### src/rtl/seg7_pkg.sv
// rtl/seg7_pkg.sv - shared segment patterns and code constants for the 7-segment path
package seg7_pkg;

    localparam int SEG_W  = 7;
    localparam int CODE_W = 4;

    // Segment ordering {a,b,c,d,e,f,g}, active-high; identical to the encoder side.
    localparam logic [SEG_W-1:0] SEG_0     = 7'b1111110;
    localparam logic [SEG_W-1:0] SEG_1     = 7'b0110000;
    localparam logic [SEG_W-1:0] SEG_2     = 7'b1101101;
    localparam logic [SEG_W-1:0] SEG_3     = 7'b1111001;
    localparam logic [SEG_W-1:0] SEG_4     = 7'b0110011;
    localparam logic [SEG_W-1:0] SEG_5     = 7'b1011011;
    localparam logic [SEG_W-1:0] SEG_6     = 7'b0011111;
    localparam logic [SEG_W-1:0] SEG_7     = 7'b1110000;
    localparam logic [SEG_W-1:0] SEG_8     = 7'b1111111;
    localparam logic [SEG_W-1:0] SEG_9     = 7'b1110011;
    localparam logic [SEG_W-1:0] SEG_BLANK = 7'b0000000;

    localparam logic [CODE_W-1:0] CODE_BLANK = 4'hF;
    localparam logic [CODE_W-1:0] CODE_INV   = 4'hE;

endpackage

### src/rtl/seg7_to_code.sv
// rtl/seg7_to_code.sv - combinational segment-pattern to BCD code decoder
module seg7_to_code
    import seg7_pkg::*;
(
    input  logic [SEG_W-1:0]  seg,
    output logic [CODE_W-1:0] code
);

    // Exact-match lookup; anything not a digit or blank is reported as invalid.
    always_comb begin
        code = CODE_INV;
        case (seg)
            SEG_0:     code = 4'd0;
            SEG_1:     code = 4'd1;
            SEG_2:     code = 4'd2;
            SEG_3:     code = 4'd3;
            SEG_4:     code = 4'd4;
            SEG_5:     code = 4'd5;
            SEG_6:     code = 4'd6;
            SEG_7:     code = 4'd7;
            SEG_8:     code = 4'd8;
            SEG_9:     code = 4'd9;
            SEG_BLANK: code = CODE_BLANK;
            default:   code = CODE_INV;
        endcase
    end

endmodule

### src/rtl/seg7_scan_decoder.sv
// rtl/seg7_scan_decoder.sv - recovers per-digit codes from a multiplexed segment bus
module seg7_scan_decoder
    import seg7_pkg::*;
#(
    parameter int NDIG   = 4,
    parameter int STABLE = 3,
    parameter int CNT_W  = 3
)(
    input  logic                   clk,
    input  logic                   rst_n,
    input  logic                   sample,
    input  logic [NDIG-1:0]        dig_sel,
    input  logic [SEG_W-1:0]       seg_in,
    output logic [CODE_W*NDIG-1:0] code_out,
    output logic [NDIG-1:0]        upd,
    output logic                   frame_done,
    output logic                   sel_err
);

    localparam logic [CNT_W-1:0] STABLE_C = CNT_W'(STABLE);
    localparam logic [CNT_W-1:0] ONE_C    = CNT_W'(1);

    logic [CODE_W-1:0] code;
    logic [CODE_W-1:0] cand     [NDIG];
    logic [CNT_W-1:0]  cnt      [NDIG];
    logic [CNT_W-1:0]  cnt_nxt  [NDIG];
    logic [NDIG-1:0]   hit;
    logic [NDIG-1:0]   match;
    logic [NDIG-1:0]   commit;
    logic [NDIG-1:0]   seen;
    logic [NDIG-1:0]   seen_nxt;
    logic              sel_ok;

    seg7_to_code u_dec (
        .seg  (seg_in),
        .code (code)
    );

    // Per-digit stability counting and commit decision for the current sample.
    always_comb begin
        sel_ok   = $onehot(dig_sel);
        seen_nxt = seen;
        if (sample && sel_ok) begin
            seen_nxt = seen | dig_sel;
        end
        for (int i = 0; i < NDIG; i++) begin
            hit[i]   = sample && sel_ok && dig_sel[i];
            match[i] = (code == cand[i]);
            if (match[i]) begin
                cnt_nxt[i] = (cnt[i] == STABLE_C) ? cnt[i] : cnt[i] + ONE_C;
            end else begin
                cnt_nxt[i] = ONE_C;
            end
            // A fresh candidate commits at once only when one sample is enough;
            // a saturated matching candidate never re-commits.
            commit[i] = hit[i] && (cnt_nxt[i] == STABLE_C) &&
                        (!match[i] || (cnt[i] != STABLE_C));
        end
    end

    // Candidate, counter, committed code and per-digit update pulses.
    always_ff @(posedge clk or negedge rst_n) begin
        if (!rst_n) begin
            for (int i = 0; i < NDIG; i++) begin
                cand[i]                    <= CODE_BLANK;
                cnt[i]                     <= '0;
                code_out[CODE_W*i +: CODE_W] <= CODE_BLANK;
            end
            upd <= '0;
        end else begin
            upd <= '0;
            for (int i = 0; i < NDIG; i++) begin
                if (hit[i]) begin
                    cand[i] <= code;
                    cnt[i]  <= cnt_nxt[i];
                end
                if (commit[i] && (code_out[CODE_W*i +: CODE_W] != code)) begin
                    code_out[CODE_W*i +: CODE_W] <= code;
                    upd[i]                       <= 1'b1;
                end
            end
        end
    end

    // Frame coverage tracking plus the frame and select-error pulses.
    always_ff @(posedge clk or negedge rst_n) begin
        if (!rst_n) begin
            seen       <= '0;
            frame_done <= 1'b0;
            sel_err    <= 1'b0;
        end else begin
            frame_done <= 1'b0;
            sel_err    <= sample && !sel_ok;
            if (&seen_nxt) begin
                seen       <= '0;
                frame_done <= 1'b1;
            end else begin
                seen <= seen_nxt;
            end
        end
    end

endmodule

### config.mk
export PLATFORM = sky130hd
export DESIGN_NAME = seg7_scan_decoder
export DESIGN_NICKNAME = d
export VERILOG_FILES = /design/src/rtl/seg7_pkg.sv /design/src/rtl/seg7_to_code.sv /design/src/rtl/seg7_scan_decoder.sv
export SDC_FILE = /design/constraint.sdc
export NUM_CORES = 1
export LEC_CHECK = 0
export CAP_MARGIN = 10
export CELL_PAD_IN_SITES_DETAIL_PLACEMENT = 1
export CELL_PAD_IN_SITES_GLOBAL_PLACEMENT = 1
export CORE_MARGIN = 2
export CORE_UTILIZATION = 48
export CTS_CLUSTER_SIZE = 40
export DETAILED_ROUTE_END_ITERATION = 8
export GPL_TIMING_DRIVEN = 0
export MAX_ROUTING_LAYER = met4
export PLACE_DENSITY = 0.93
export SYNTH_ARGS = -nofsm -noshare
export SYNTH_HDL_FRONTEND = slang
export SYNTH_SLANG_ARGS = --single-unit
### constraint.sdc
create_clock -name clk -period 4.8 [get_ports clk]
set_input_delay 0.72 -clock clk [delete_from_list [all_inputs] [get_ports clk]]
set_output_delay 0.72 -clock clk [all_outputs]
set_load 0.01 [all_outputs]
; ---- Yosys cells after proc, flatten, opt, wreduce, memory -nomap -nowiden
; Cells that the tools add are included.
; Widths: inputs -> output; s select.
[classes]
n_mux = 16
n_addsub = 7
n_bitwise = 1
reduce_logical = 29
eq_ne = 31
[ops]
columns = op, n
row1 = $eq 7x7->1 const B, 7
row2 = $pmux 4 s11, 1
row3 = $eq 3x2->1 const B, 8
row4 = $mux 3, 8
row5 = $logic_and 1x1->1, 18
row6 = $eq 4x4->1, 4
row7 = $ne 4x4->1, 4
row8 = $eq 7x6->1 const B, 2
row9 = $add 3x1->3 const B, 4
row10 = $ne 3x2->1 const B, 4
row11 = $mux 4, 2
row12 = $eq 7x5->1 const B, 1
row13 = $logic_not 7->1, 1
row14 = $logic_not 1->1, 5
row15 = $mux 1, 5
row16 = $add 1x1->2, 2
row17 = $logic_or 1x1->1, 4
row18 = $or 4x4->4, 1
row19 = $reduce_and 4->1, 1
row20 = $add 2x2->3, 1
row21 = $eq 3x1->1 const B, 1
[totals]
word_cells = 100
ff_bits = 54
output_inout_bits = 22
input_bits = 14

; ---- Longest topological paths before layout
; Gate-level depths: netlist of run 1.
[depth]
word_depth = 9
depth_mapped = 14
mapped_depth_nobuf = 12

; ---- Modules after synthesis
; Synthesis of run 1 repeated with hierarchy kept, for this count alone.
[unflattened]
cells_unflattened = 275
hier_area_um2 = 3148.0
[by_module_without_submodules]
columns = mod, area_each_um2, instances, seq_area_each_um2, cells_each
row1 = seg7_scan_decoder, 2810.2, 1, 1391.3, 228
row2 = seg7_to_code, 337.8, 1, 0.0, 47

; ---- Worst setup path before layout of run 1
; Ideal clock, no wire load.
[synth_timing]
path_kind = input port to flip-flop
start = input port dig_sel[0]
end = register code_out[12]
required_ns = 4.718
setup_slack_ns = 1.193
arrival_ns = 3.525
cell_stages = 14
setup_time_ns = 0.082
n_path_buf = 2
path_cell_list = inv_1 fa_1 inv_1 ha_1 ha_1 nor2_1 and3_1 clkbuf_1 and2_1 clkbuf_1 nand3_1 a211o_1 a211oi_4 mux2_2
[synth_between]
elab_chain_len = 8
[synth_rtl]
columns = element, line_no
row1 = "start, declared", seg7_scan_decoder.sv:12  ; input logic [NDIG-1:0] dig_sel,
row2 = $add 1x1->2 (not written as such), seg7_scan_decoder.sv:41  ; sel_ok = $onehot(dig_sel);
row3 = $add 2x2->3 (not written as such), seg7_scan_decoder.sv:41
row4 = $eq 3x1->1, seg7_scan_decoder.sv:41
row5 = $logic_and 1x1->1 (2 in a row), seg7_scan_decoder.sv:47  ; hit[i] = sample && sel_ok && dig_sel[i];
row6 = $logic_and 1x1->1 (2 in a row), seg7_scan_decoder.sv:56  ; commit[i] = hit[i] && (cnt_nxt[i] == STABLE_C) &&
row7 = $logic_and 1x1->1, seg7_scan_decoder.sv:77  ; if (commit[i] && (code_out[CODE_W*i +: CODE_W] != code)) begin
row8 = "end signal, assigned by index", seg7_scan_decoder.sv:78  ; code_out[CODE_W*i +: CODE_W] <= code;
row9 = "end, declared", seg7_scan_decoder.sv:14  ; output logic [CODE_W*NDIG-1:0] code_out,
; Every way passes these cells.
; A chain may end at the register's enable or synchronous reset.

; ---- Worst setup path after layout of run 1
; Same ends and word-level chain as after synthesis.

==> impl_metrics.py, run 1 <==
metrics = {
    "setup_path": {
        "arrival_ns": 4.52,
        "critical_path_class": "primary input to flop",
        "crit_chain": "clkdlybuf4s50_1 -> inv_1 -> fa_1 -> inv_1 -> ha_1 -> ha_1 -> nor2_1 -> and3_1 -> clkbuf_1 -> and2_1 -> clkbuf_1 -> nand3_1 -> a211o_1 -> a211oi_4 -> mux2_2",
        "cp.required_ns": 5.06,
        "cp.buffers_inverters": 5,
        "crit_path_top_delay_cell": "fa_1",
        "crit_path_start_kind": "primary input",
        "cp_max_fo": 8,
        "slowest_delay_ns": 0.53,
        "cp-end-kind": "flop",
        "crit_family": "buffers and inverters",
    },
    "place": {
        "place_congestion": 0.8738,
        "io_buffers": 31,
        "post-place-ws_ns": 0.1846,
        "dp_hpwl_um": 7173,
    },
    "job": {
        "drv_cap": 0,
    },
    "detailed_routing": {
        "drt_iter0_markers": 208,
        "drc": 0,
        "vias": 3130,
        "wl_met3_um": 406,
        "viasPerCell": 6.101,
        "ant_nets": 0,
        "met2_wirelength_um": 4902,
        "routed_wl_um": 9846,
        "wl_per_cell_um": 19.19,
        "drt-pass1-iter-count": 6,
        "met1_length_um": 4353,
        "highest_layer": "met4",
    },
    "global_routing": {
        "grt-ovfl-total": 0,
        "antenna_found_initial": 0,
        "track_usage_pct": 25.60,
        "grt_pass1_vias": 3219,
        "grt_pass1_wl_um": 16380,
        "grt_max_degree": 30,
    },
    "power": {
        "leakagePower_nw": 1.618,
        "p_per_area_nw_per_um2": 371.0,
        "ir_worst_vdd_uv": 145.7,
    },
    "yosys": {
        "yosys-top-cells-count": "o21ai_0, dfstp_2, nand2_1",
        "synth_warnings": 0,
        "yosys-top-cells-area": "dfstp_2, dfrtp_1, o21ai_0",
        "ys.flop_type": "dfstp_2",
        "syn-num-nets": 395,
        "synth_top_area_share_pct": 23.61,
        "synth-compound-area-share_pct": 26.04,
        "ys_ff_latch": 54,
        "yosysMostFrequentCell": "o21ai_0",
        "async_flop_share_pct": 100.0,
        "synth_edf_count": 0,
        "synth.area.mux_share_pct": 4.989,
        "synth_top_family_by_area": "compound AO/OA/AOI/OAI gates",
        "synth_top_area_cell": "dfstp_2",
        "synth-simple-area-share_pct": 18.90,
        "yosysSeqAreaShare_pct": 39.07,
        "synth_cell_type_count": 66,
        "synthAdderAreaFrac_pct": 2.670,
        "synthCells": 374,
        "synth_area_um2": 3561,
        "synth_xor_area_share_pct": 3.443,
        "synth.avg_cell_area_um2": 9.521,
    },
    "clock_network": {
        "cts_max_level": 2,
        "postCtsSetupBuffers": 0,
        "root_buffer": "clkbuf_8",
        "cts_hold_buffers": 0,
        "clock_path_buffers": 2,
        "tritoncts": "yes",
        "clkLatencyLatePin_ns": 0.32,
        "numCtsBuffers": 5,
        "cts.sinks": 54,
        "path_clk_slew_ns": 0.10,
        "ctsResizeCount": 0,
    },
    "sta": {
        "setup_slack_ns": 0.5324,
        "fin_crit_sh_pct": 88.91,
        "tightest_slew_ns": 1.091,
        "hold_violations": 0,
        "finClkSkew_ns": 0.004916,
        "rsz0062_at_grt": "no",
        "maxSlewHeadroom_pct": 26.68,
        "maxSlewViolCount": 0,
        "tns_ns": 0,
        "post-route-min-period_ns": 4.268,
        "setup_viol": 0,
        "max_freq_mhz": 234.3,
    },
    "layout": {
        "n_antenna_cell": 0,
        "syn2layout_area_growth_pct": 15.60,
        "layout.nets": 434,
        "utilization_pct": 57.06,
        "drive_above_1_share_pct": 19.08,
    },
    "floorplan": {
        "core_area_um2": 7214,
        "io_pins": 36,
        "die_x_um": 90.13,
        "die_y_um": 90.13,
        "num_rows": 31,
        "dieArea_um2": 8123,
        "start_util_pct": 49.36,
    },
    "min_path": {
        "hp-class": "primary input to async pin",
    },
    "status": {
        "status": "finished clean",
    },
}
per-layer routing:
metal | up-vias | track usage [%]
met5 | - | -
met2 | 88 | 42.04
met3 | 12 | 2.682
met1 | 1579 | 34.04
li1 | 1451 | -
met4 | 0 | 7.051
path summary, 6_finish.rpt:
| path | startpoint | to | cells after the start | slack (ns) |
|---|---|---|---|---|
| max in group asynchronous | rst_n | cand[13] | 2 | 3.70 |
| worst max-delay path | dig_sel[0] | code_out[12] | 15 | 0.53 |
| worst min register to register | cand[0] | cand[0] | 2 | 0.50 |
| min in group clk | cand[0] | cand[0] | 2 | 0.50 |
| worst max register to register | cand[11] | code_out[4] | 5 | 2.58 |
| worst min-delay path | rst_n | upd[3] | 1 | 0.46 |
registers in the layout (all words and copies together) (netlist names):
register	count
cand	16
code_out	16
cnt	12
seen	4
upd	4
frame_done	1
sel_err	1
per-stage QoR:
step	total power, mW	hold slack (ns)	std cells	cell area, um2
finish	1.527	0.4555	513	4116
global route	1.634	0.4856	513	4116
CTS	1.528	0.4576	513	4116
detailed placement	1.220	0.4894	505	4010
global placement	1.169	0.4717	504	3995
floorplan	1.057	0.4244	374	3561
cell usage in the layout (no fill, tap or decap), types with 10 or more instances in the layout:
cell type / n
or3_1: 12
nand3_1: 15
inv_1: 21
buf_2: 10
dfrtp_1: 22
nand2_1: 32
nor3_1: 10
o21ai_0: 37
xnor2_1: 10
dfstp_2: 32
clkdlybuf4s50_1: 30
a211oi_1: 12
nor2_1: 22
area by class of cell:
| cell class | count | area, um2 |
|---|---|---|
| Clock buffer | 7 | 76.32 |
| Tap cell | 99 | 123.9 |
| Buffer | 18 | 95.09 |
| Multi-Input combinational cell | 281 | 1996 |
| Clock inverter | 1 | 30.03 |
| Fill cell | 847 | 3098 |
| Sequential cell | 54 | 1391 |
| Timing Repair Buffer | 32 | 325.3 |
| Inverter | 21 | 78.83 |
where the power goes:
group / switching (mW) / internal [mW]
logic: 0.275 / 0.216
clock network: 0.153 / 0.156
registers: 0.109 / 0.617
total: 0.537 / 0.990
cell families (layout without fill, tap and decap cells):
family	count (synthesis)	after routing
and+or+nand+nor	127	127
AOI/OAI and AO/OA	117	117
buffers and inverters	39	79
muxes	16	16
xor gates and xnor gates	14	14
adders and majority gates	7	7
DFF	54	54
(Power assumes the default switching activity.)
==> run 2, diff against run 1 <==
--- a/config.mk
+++ b/config.mk
@@ -8,6 +8,7 @@
 export CAP_MARGIN = 10
 export CELL_PAD_IN_SITES_DETAIL_PLACEMENT = 1
 export CELL_PAD_IN_SITES_GLOBAL_PLACEMENT = 1
+export CORE_ASPECT_RATIO = 1.75
 export CORE_MARGIN = 2
 export CORE_UTILIZATION = 48
 export CTS_CLUSTER_SIZE = 40
==> run 2 against run 1 <==
Compared with the run above: clock power up 20%; first-iteration DRC count down 49%; critical path type unchanged; die area up 0.34%; register-to-register slack about the same; sequential share of layout area down 0.20 points; sequential power up 1%; total power up 5.2%; final cell count down 2.5%; sequential cell count unchanged; critical path depth unchanged; routed wire length up 7.7%; clock skew down 0.00058 ns.
==> impl_metrics.py, run 2 (synthesized netlist as in run 1, its figures left out) <==
metrics = {
    "sta": {
        "tns_ns": 0,
        "setup_viol": 0,
        "maxSlewHeadroom_pct": 21.86,
        "hold_violations": 0,
        "rsz0062_at_grt": "no",
        "tightest_slew_ns": 1.163,
        "maxSlewViolCount": 0,
        "fin_crit_sh_pct": 88.56,
        "max_freq_mhz": 235.3,
        "finClkSkew_ns": 0.004339,
        "post-route-min-period_ns": 4.251,
    },
    "global_routing": {
        "met3_usage_pct": 4.195,
        "grt-ovfl-total": 0,
        "grt_pass1_wl_um": 17780,
        "grt_pass1_vias": 3717,
        "antenna_found_initial": 0,
        "track_usage_pct": 28.13,
        "grt_max_degree": 41,
        "use_met1_pct": 26.64,
        "busiest_layer": "met2",
        "gr-usage-met2_pct": 51.56,
    },
    "power": {
        "ir_worst_vdd_uv": 169.9,
        "p_per_area_nw_per_um2": 388.1,
        "leakagePower_nw": 1.639,
    },
    "setup_path": {
        "cp_max_fo": 8,
        "cp.required_ns": 5.03,
        "arrival_ns": 4.48,
        "crit_path_start_kind": "primary input",
        "cp-end-kind": "flop",
        "critical_path_class": "primary input to flop",
    },
    "layout": {
        "layout_common_cells": "o21ai_0, nand2_1, dfstp_2, clkdlybuf4s50_1",
        "syn2layout_area_growth_pct": 16.30,
        "final_common_cell": "o21ai_0",
        "fillers": 846,
        "top_regs": "cand (16), code_out (16), cnt (12)",
        "utilization_pct": 57.67,
        "n_antenna_cell": 0,
        "drive_above_1_share_pct": 19.32,
        "fin_cells": 500,
        "layout.nets": 434,
    },
    "clock_network": {
        "path_clk_slew_ns": 0.07,
        "postCtsSetupBuffers": 0,
        "cts.sinks": 54,
        "numCtsBuffers": 5,
        "root_buffer": "clkbuf_16",
        "clock_path_buffers": 2,
        "clkLatencyLatePin_ns": 0.30,
        "cts_hold_buffers": 0,
        "cts_max_level": 2,
        "ctsResizeCount": 0,
        "tritoncts": "yes",
    },
    "detailed_routing": {
        "drc": 0,
        "routed_wl_um": 10600,
        "drt-pass1-iter-count": 4,
        "ant_nets": 0,
        "viasPerCell": 6.384,
        "drt_iter0_markers": 107,
        "vias": 3192,
        "wl_per_cell_um": 21.20,
    },
    "floorplan": {
        "die_y_um": 117.9,
        "start_util_pct": 49.58,
        "core_area_um2": 7182,
        "num_rows": 41,
        "io_pins": 36,
        "die_x_um": 69.11,
        "dieArea_um2": 8151,
    },
    "place": {
        "place_congestion": 0.8758,
        "io_buffers": 31,
        "dp_hpwl_um": 8024,
        "post-place-cells": 492,
    },
    "job": {
        "drv_cap": 0,
    },
    "status": {
        "status": "finished clean",
    },
    "min_path": {
        "hp-class": "primary input to async pin",
    },
}
run 2: cell types whose count changed in the layout (fill, tap and decap cells not counted), sizes merged:
cell / change
bufinv: -1
clkinv: +1
run 2: path summary, 6_finish.rpt:
| path | start | to | slack (ns) | depth (start not counted) |
|---|---|---|---|---|
| max in group asynchronous | rst_n | code_out[12] | 3.85 | 2 |
| hold / removal | rst_n | upd[1] | 0.34 | 1 |
| setup / recovery | dig_sel[0] | code_out[12] | 0.55 | 15 |
| setup reg to reg | cand[11] | code_out[4] | 2.57 | 5 |
| min in group clk | cand[2] | cand[2] | 0.49 | 2 |
| hold reg to reg | cand[2] | cand[2] | 0.49 | 2 |
run 2: critical path: stages:
cell and delay, ns:
clkdlybuf4s50_1 0.51, inv_1 0.08, fa_1 0.54, inv_1 0.04, ha_1 0.17, ha_1 0.27, nor2_1 0.13, and3_1 0.16
clkbuf_1 0.23, and2_1 0.18, clkbuf_1 0.25, nand3_1 0.13, a211o_1 0.28, a211oi_4 0.40, mux2_2 0.38
run 2: layout make-up:
cell class | instances | area, um2 | share of cell area [%]
Buffer | 18 | 95.09 | 2.296
Clock buffer | 7 | 142.6 | 3.444
Clock inverter | 1 | 5.005 | 0.1208
Inverter | 21 | 78.83 | 1.903
Multi-Input combinational cell | 281 | 1996 | 48.19
Sequential cell | 54 | 1391 | 33.60
Tap cell | 86 | 107.6 | 2.598
Timing Repair Buffer | 32 | 325.3 | 7.855
run 2: power by group:
part           leakage (nW)  total (mW)  switching, mW  internal [mW]
logic                 0.951       0.501          0.284          0.217
registers             0.614       0.734          0.116          0.618
clock network        0.0739       0.372          0.164          0.207
total                  1.64        1.61          0.565           1.04
run 2: per-layer routing:
| metal | vias to the layer above | routed length [um] |
|---|---|---|
| met2 | 102 | 5939 |
| met5 | - | 0 |
| met1 | 1592 | 3727 |
| li1 | 1447 | - |
| met4 | 0 | 613 |
| met3 | 51 | 321 |
run 2: stage by stage:
| step | instance area (um2) | power, mW | hold slack (ns) | worst slack, ns |
|---|---|---|---|---|
| after floorplan | 3561 | 1.057 | 0.4244 | 1.193 |
| after global placement | 3979 | 1.173 | 0.4697 | 0.3331 |
| after detailed placement | 3994 | 1.230 | 0.4864 | 0.2088 |
| after CTS | 4141 | 1.610 | 0.3377 | 0.5032 |
| after global routing | 4141 | 1.710 | 0.3468 | 0.2397 |
| final | 4141 | 1.607 | 0.3393 | 0.5492 |
